## config.mk

```make
export PLATFORM = sky130hd
export DESIGN_NAME = magnetron_ctrl
export DESIGN_NICKNAME = d
export VERILOG_FILES = /design/src/rtl/magnetron_pkg.sv /design/src/rtl/magnetron_prescaler.sv /design/src/rtl/magnetron_ctrl.sv
export SDC_FILE = /design/constraint.sdc
export NUM_CORES = 1
export LEC_CHECK = 0
export CAP_MARGIN = 20
export CORE_UTILIZATION = 50
export CTS_BUF_LIST = sky130_fd_sc_hd__clkbuf_16
export CTS_CLUSTER_DIAMETER = 60
export DETAILED_ROUTE_END_ITERATION = 8
export GPL_TIMING_DRIVEN = 0
export PLACE_DENSITY = 0.81
export SLEW_MARGIN = 40
export SYNTH_ARGS = -nofsm -noshare
export SYNTH_HDL_FRONTEND = slang
export SYNTH_HIERARCHICAL = 1
export SYNTH_SLANG_ARGS = --single-unit
```

## constraint.sdc

```tcl
create_clock -name clk -period 3.25 [get_ports clk]
set_input_delay 0.65 -clock clk [delete_from_list [all_inputs] [get_ports clk]]
set_output_delay 0.65 -clock clk [all_outputs]
set_load 0.05 [all_outputs]
```

## src/rtl/magnetron_pkg.sv

```systemverilog
// Shared definitions for the magnetron controller: state encoding and
// parameter-derived sizes used by the top level and the prescaler.
package magnetron_pkg;

  typedef enum logic [1:0] {
    ST_IDLE  = 2'd0,
    ST_COOK  = 2'd1,
    ST_PAUSE = 2'd2,
    ST_DONE  = 2'd3
  } state_e;

  function automatic int pw_bits(input int levels);
    return $clog2(levels + 1);
  endfunction

  function automatic int slot_len(input int ticks, input int levels);
    return ticks / levels;
  endfunction

  // Every second must split into whole power slots.
  function automatic bit params_legal(input int ticks, input int levels);
    return (ticks >= 2) && (levels >= 1) && ((ticks % levels) == 0);
  endfunction

endpackage

```

## src/rtl/magnetron_prescaler.sv

```systemverilog
// Per-second tick counter split into power slots; sec_tick flags the last
// cycle of each second whether or not the counter is held.
module magnetron_prescaler #(
  parameter int PWR_LEVELS = 10,
  parameter int SLOT_LEN   = 100,
  parameter int PW         = 4
) (
  input  logic          clk,
  input  logic          rst,
  input  logic          clr,
  input  logic          hold,
  output logic          sec_tick,
  output logic [PW-1:0] slot_idx
);

  localparam int SW = (SLOT_LEN > 1) ? $clog2(SLOT_LEN) : 1;
  localparam logic [SW-1:0] SUB_LAST  = SW'(SLOT_LEN - 1);
  localparam logic [PW-1:0] SLOT_LAST = PW'(PWR_LEVELS - 1);

  logic [SW-1:0] sub_q, sub_d;
  logic [PW-1:0] slot_q, slot_d;
  logic          slot_end;

  always_comb begin
    slot_end = (sub_q == SUB_LAST);
    sec_tick = slot_end && (slot_q == SLOT_LAST);
    sub_d    = sub_q;
    slot_d   = slot_q;
    if (clr) begin
      sub_d  = '0;
      slot_d = '0;
    end else if (!hold) begin
      if (slot_end) begin
        sub_d  = '0;
        slot_d = (slot_q == SLOT_LAST) ? '0 : slot_q + PW'(1);
      end else begin
        sub_d = sub_q + SW'(1);
      end
    end
  end

  always_ff @(posedge clk) begin
    if (rst) begin
      sub_q  <= '0;
      slot_q <= '0;
    end else begin
      sub_q  <= sub_d;
      slot_q <= slot_d;
    end
  end

  assign slot_idx = slot_q;

endmodule

```

## src/rtl/magnetron_ctrl.sv

```systemverilog
// Microwave magnetron controller: key edge detect, cook/pause/done FSM,
// seconds countdown, duty-cycle power slotting and door interlock.
module magnetron_ctrl
  import magnetron_pkg::*;
#(
  parameter int TIME_W        = 12,
  parameter int TICKS_PER_SEC = 1000,
  parameter int PWR_LEVELS    = 10,
  parameter int BEEP_SEC      = 3,
  localparam int PW           = pw_bits(PWR_LEVELS)
) (
  input  logic              clk,
  input  logic              rst,
  input  logic              door_closed,
  input  logic              startn,
  input  logic              stopn,
  input  logic              clearn,
  input  logic              time_load_en,
  input  logic [TIME_W-1:0] time_in,
  input  logic [PW-1:0]     power_level,
  output logic              magnetron_on,
  output logic [TIME_W-1:0] remaining,
  output logic [1:0]        state,
  output logic              done_pulse,
  output logic              beep
);

  localparam int SLOT_LEN = slot_len(TICKS_PER_SEC, PWR_LEVELS);
  localparam int BW = (BEEP_SEC > 1) ? $clog2(BEEP_SEC + 1) : 1;
  localparam logic [PW-1:0] PWR_MAX   = PW'(PWR_LEVELS);
  localparam logic [BW-1:0] BEEP_LAST = BW'(BEEP_SEC - 1);

  if (!params_legal(TICKS_PER_SEC, PWR_LEVELS)) begin : g_param_check
    $error("magnetron_ctrl: TICKS_PER_SEC must be >= 2 and a multiple of PWR_LEVELS");
  end

  state_e            state_q, state_d;
  logic [TIME_W-1:0] rem_q, rem_d;
  logic [PW-1:0]     pwr_q, pwr_d;
  logic [BW-1:0]     beep_cnt_q, beep_cnt_d;
  logic              done_q, done_d;
  logic              start_prev_q, stop_prev_q, clear_prev_q;

  logic          start_p, stop_p, clear_p;
  logic          cook, running, pause_req;
  logic          raw_tick, sec_tick, pre_clr, pre_hold;
  logic [PW-1:0] slot_idx;

  assign start_p = start_prev_q & ~startn;
  assign stop_p  = stop_prev_q  & ~stopn;
  assign clear_p = clear_prev_q & ~clearn;

  assign cook      = (state_q == ST_COOK);
  assign running   = cook || (state_q == ST_DONE);
  assign sec_tick  = raw_tick && running;
  assign pause_req = cook && (stop_p || !door_closed);
  // Freeze the phase on the cycle we leave COOK so resume continues where the
  // drive stopped; a second boundary still wraps so it is never counted twice.
  assign pre_hold  = !running || (pause_req && !raw_tick);

  magnetron_prescaler #(
    .PWR_LEVELS(PWR_LEVELS),
    .SLOT_LEN  (SLOT_LEN),
    .PW        (PW)
  ) u_prescaler (
    .clk     (clk),
    .rst     (rst),
    .clr     (pre_clr),
    .hold    (pre_hold),
    .sec_tick(raw_tick),
    .slot_idx(slot_idx)
  );

  always_comb begin
    state_d    = state_q;
    rem_d      = rem_q;
    pwr_d      = pwr_q;
    beep_cnt_d = beep_cnt_q;
    done_d     = 1'b0;
    pre_clr    = 1'b0;
    if (clear_p) begin
      state_d = ST_IDLE;
      rem_d   = '0;
    end else begin
      case (state_q)
        ST_IDLE: begin
          if (start_p) begin
            if (door_closed && (rem_q != '0)) begin
              state_d = ST_COOK;
              pwr_d   = (power_level > PWR_MAX) ? PWR_MAX : power_level;
              pre_clr = 1'b1;
            end
          end else if (!stop_p && time_load_en) begin
            rem_d = time_in;
          end
        end
        ST_COOK: begin
          if (sec_tick && (rem_q != '0)) rem_d = rem_q - TIME_W'(1);
          if (sec_tick && (rem_q == TIME_W'(1))) begin
            state_d    = ST_DONE;
            done_d     = 1'b1;
            beep_cnt_d = '0;
          end else if (pause_req) begin
            state_d = ST_PAUSE;
          end
        end
        ST_PAUSE: begin
          if (stop_p) state_d = ST_IDLE;
          else if (start_p && door_closed) state_d = ST_COOK;
        end
        ST_DONE: begin
          if (start_p || stop_p) begin
            state_d = ST_IDLE;
          end else if (time_load_en) begin
            state_d = ST_IDLE;
            rem_d   = time_in;
          end else if (sec_tick) begin
            if (beep_cnt_q == BEEP_LAST) state_d = ST_IDLE;
            else beep_cnt_d = beep_cnt_q + BW'(1);
          end
        end
        default: state_d = ST_IDLE;
      endcase
    end
  end

  always_ff @(posedge clk) begin
    if (rst) begin
      state_q      <= ST_IDLE;
      rem_q        <= '0;
      pwr_q        <= '0;
      beep_cnt_q   <= '0;
      done_q       <= 1'b0;
      start_prev_q <= 1'b1;
      stop_prev_q  <= 1'b1;
      clear_prev_q <= 1'b1;
    end else begin
      state_q      <= state_d;
      rem_q        <= rem_d;
      pwr_q        <= pwr_d;
      beep_cnt_q   <= beep_cnt_d;
      done_q       <= done_d;
      start_prev_q <= startn;
      stop_prev_q  <= stopn;
      clear_prev_q <= clearn;
    end
  end

  // Door gate is deliberately combinational so the drive drops immediately.
  assign magnetron_on = cook & (slot_idx < pwr_q) & door_closed;
  assign remaining    = rem_q;
  assign state        = state_q;
  assign done_pulse   = done_q;
  assign beep         = (state_q == ST_DONE);

endmodule

```

==> flow_metrics.py <==
metrics = {
    "status": {
        "status": "completed",
    },
    "hold_path": {
        "hold_path_startpoint": "pwr_q[0]",
        "hold_class": "reg -> reg",
    },
    "synthesis": {
        "netlist_instances": 265,
        "syn-num-nets": 296,
        "yosysWarnings": 6,
        "syn_area_per_cell_um2": 8.26,
        "yosysMostFrequentCell": "dfxtp_1",
        "syn-cell-area_um2": 2190,
        "synth_largest_area_cell": "dfxtp_1",
        "synth_seq_cells": 35,
        "async_reset_ff_frac": 0,
        "synth_cell_types": 60,
        "synthTopCellsByCount": "35 x dfxtp_1, 23 x a21oi_1, 20 x nand2_1, 17 x nor2_1, 17 x o21ai_0",
        "yosysSeqAreaShare": 0.320,
        "ys.flop_type": "dfxtp_1",
        "synth_area_leaders": "dfxtp_1 32%, a21oi_1 5.3%, ha_1 4.6%",
        "synth-edff-count": 0,
        "synth.top_cell.area_share": 0.320,
    },
    "placement": {
        "io_buffer_count": 39,
        "gp_congestion": 0.868,
        "placed_cell_area_um2": 2640,
        "hpwl_mm": 3.85,
    },
    "timing": {
        "fmax_mhz": 352,
        "worst_slew_pin_slew_ns": 0.812,
        "finalHoldViolCount": 0,
        "maxSlewViolCount": 0,
        "fin_crit_ns": 2.84,
        "rsz0062_at_grt": "no",
        "fin_crit_sh": 0.875,
        "skew_ns": 0.00711,
        "maxSlewHeadroom": 0.454,
        "setup_violations": 0,
        "setup_tns_ns": 0,
    },
    "job": {
        "drv_cap": 0,
    },
    "setup_path": {
        "cp_data_required_time_ns": 2.60,
        "cpPeakStageDelay_ns": 0.42,
        "path_cells": "clkbuf_1 > nor2b_1 > buf_2 > and4b_1 > dlymetal6s2s_1",
        "reg2reg_from": "u_prescaler/sub_q[2]",
        "crit_path_start_kind": "register",
        "worstSetupPathType": "reg -> out",
        "crit_slowest_cell": "dlymetal6s2s_1",
        "cp-startpoint": "state[1]",
        "path_max_fanout": 10,
        "crit_path_end_kind": "primary output",
        "cp_data_arrival_time_ns": 2.19,
    },
    "global_route": {
        "grt_max_degree": 13,
        "grt_pass1_wl_mm": 8.98,
        "antenna_found_initial": 0,
        "grt_pass1_vias": 2001,
        "grt-ovfl-total": 0,
        "grt_use_total": 0.257,
    },
    "layout": {
        "multi_input_area_um2": 1360,
        "n_antenna_cell": 0,
        "nets": 342,
        "n_fill_cell": 336,
        "area_delta_synth_final_pct": 28.5,
        "drive_gt1_frac": 0.103,
        "seqCellArea_um2": 701,
        "design_area_um2": 2810,
    },
    "floorplan": {
        "dieArea_um2": 4650,
        "core-area_um2": 4090,
        "fp.dieH_um": 68.2,
        "num_rows": 23,
        "initial_core_util": 0.536,
        "io_pins": 40,
        "die_x_um": 68.2,
    },
    "route": {
        "vias": 2176,
        "drtIter0Drc": 341,
        "drc": 0,
        "post_drt_wl_per_cell_um": 14.9,
        "avgViaCountPerCell": 6.01,
        "totalWireLength_mm": 5.40,
        "drt-pass1-iter-count": 5,
        "drtAntennaViolNets": 0,
    },
    "power": {
        "ir_worst_vdd_v": 0.000301,
        "p_per_area_nw_per_um2": 441,
        "p_leak_nw": 1.03,
    },
    "clocking": {
        "cts_buffers": 5,
        "htree_levels": 2,
        "cts_tree": "built",
        "root_buffer": "clkbuf_16",
        "clkLatencyLatePin_ns": 0.28,
        "cts.clk_slew.worst_paths_ns": 0.06,
        "clock-sinks": 35,
        "cts_buffer_depth": 2,
    },
}
worst paths after layout:
kind	to	slack (ns)	cells past startpoint
min	pwr_q[0]	0.47	2
max reg2reg	u_prescaler/sub_q[5]	0.61	9
min reg2reg	pwr_q[0]	0.47	2
max	magnetron_on	0.41	5
cell type report:
cell class | count | area share
multi-input cells | 204 | 0.483
flip-flops and latches | 35 | 0.249
clock inverters | 3 | 0.0156
clock buffers | 5 | 0.0445
repair buffers | 39 | 0.140
inverters | 11 | 0.0147
well taps | 50 | 0.0222
plain buffers | 15 | 0.0311
cell usage in the layout, fill, tap and decap left out, types with 3 or more instances in the layout:
master           synthesis  routed
nor3_1                  12      12
dfxtp_1                 35      35
nor2_1                  17      17
nor4_1                   9       9
and4_1                   3       3
nor2b_1                  8       8
nand3_1                 10      10
clkdlybuf4s50_1          0      38
o21ai_0                 17      17
ha_1                     8       8
nand2b_1                 9       9
clkbuf_1                 9       9
o31ai_1                  4       4
nand2_1                 20      20
buf_6                    3       3
or3_1                    3       3
nand4_1                  4       4
a21oi_1                 23      23
clkbuf_16                0       5
or2_2                    4       4
xnor2_1                  5       5
inv_1                   11      11
critical path, delay by kind of cell (launching register included):
family                 cells  cell delay, ns
DFF                        1            0.35
buffers and inverters      3            0.97
and+or+nand+nor            2            0.59
report_power, final:
| group | switching (W) | internal (W) |
|---|---|---|
| combinational | 0.000141 | 0.0000994 |
| clock | 0.000186 | 0.000361 |
| sequential | 0.0000121 | 0.000440 |
| total | 0.000339 | 0.000900 |
repair_timing:
action,CTS,global route
buffers inserted,0,0
hold buffers,0,0
endpoints found under the setup margin,0,1
resized for setup,0,1
registers in the layout, indices dropped and copies added, names as in the netlist:
signal                count
u_prescaler/sub_q         7
beep_cnt_q                2
done_pulse                1
state                     2
u_prescaler/slot_idx      4
remaining                12
clear_prev_q              1
pwr_q                     4
start_prev_q              1
stop_prev_q               1
layer usage:
metal	routed length, um	global-route usage	vias to the layer above
met1	2470	0.342	981
met3	460	0.0767	17
li1	-	-	1065
met5	0	0	-
met2	2360	0.397	113
met4	105	0.0781	0
metrics by stage:
step	util	power, W	hold slack [ns]	cells	setup slack [ns]
after floorplan	-	0.000618	0.446	265	0.786
after global placement	0.646	0.000694	0.456	354	0.397
after detailed placement	0.646	0.000695	0.463	354	0.389
after CTS	0.688	0.00124	0.473	362	0.0532
after global routing	0.688	0.00129	0.486	362	0.285
final	0.688	0.00124	0.473	362	0.405
cells by family (layout without fill, tap and decap cells):
group | Yosys count | in the layout | synth area share
flops | 35 | 35 | 0.320
simple gates | 120 | 120 | 0.342
compound gates | 67 | 67 | 0.196
fa+ha+maj | 8 | 8 | 0.0457
mux | 2 | 2 | 0.00915
buf+inv | 26 | 73 | 0.0589
xor+xnor | 7 | 7 | 0.0280
(Power assumes the default switching activity.)
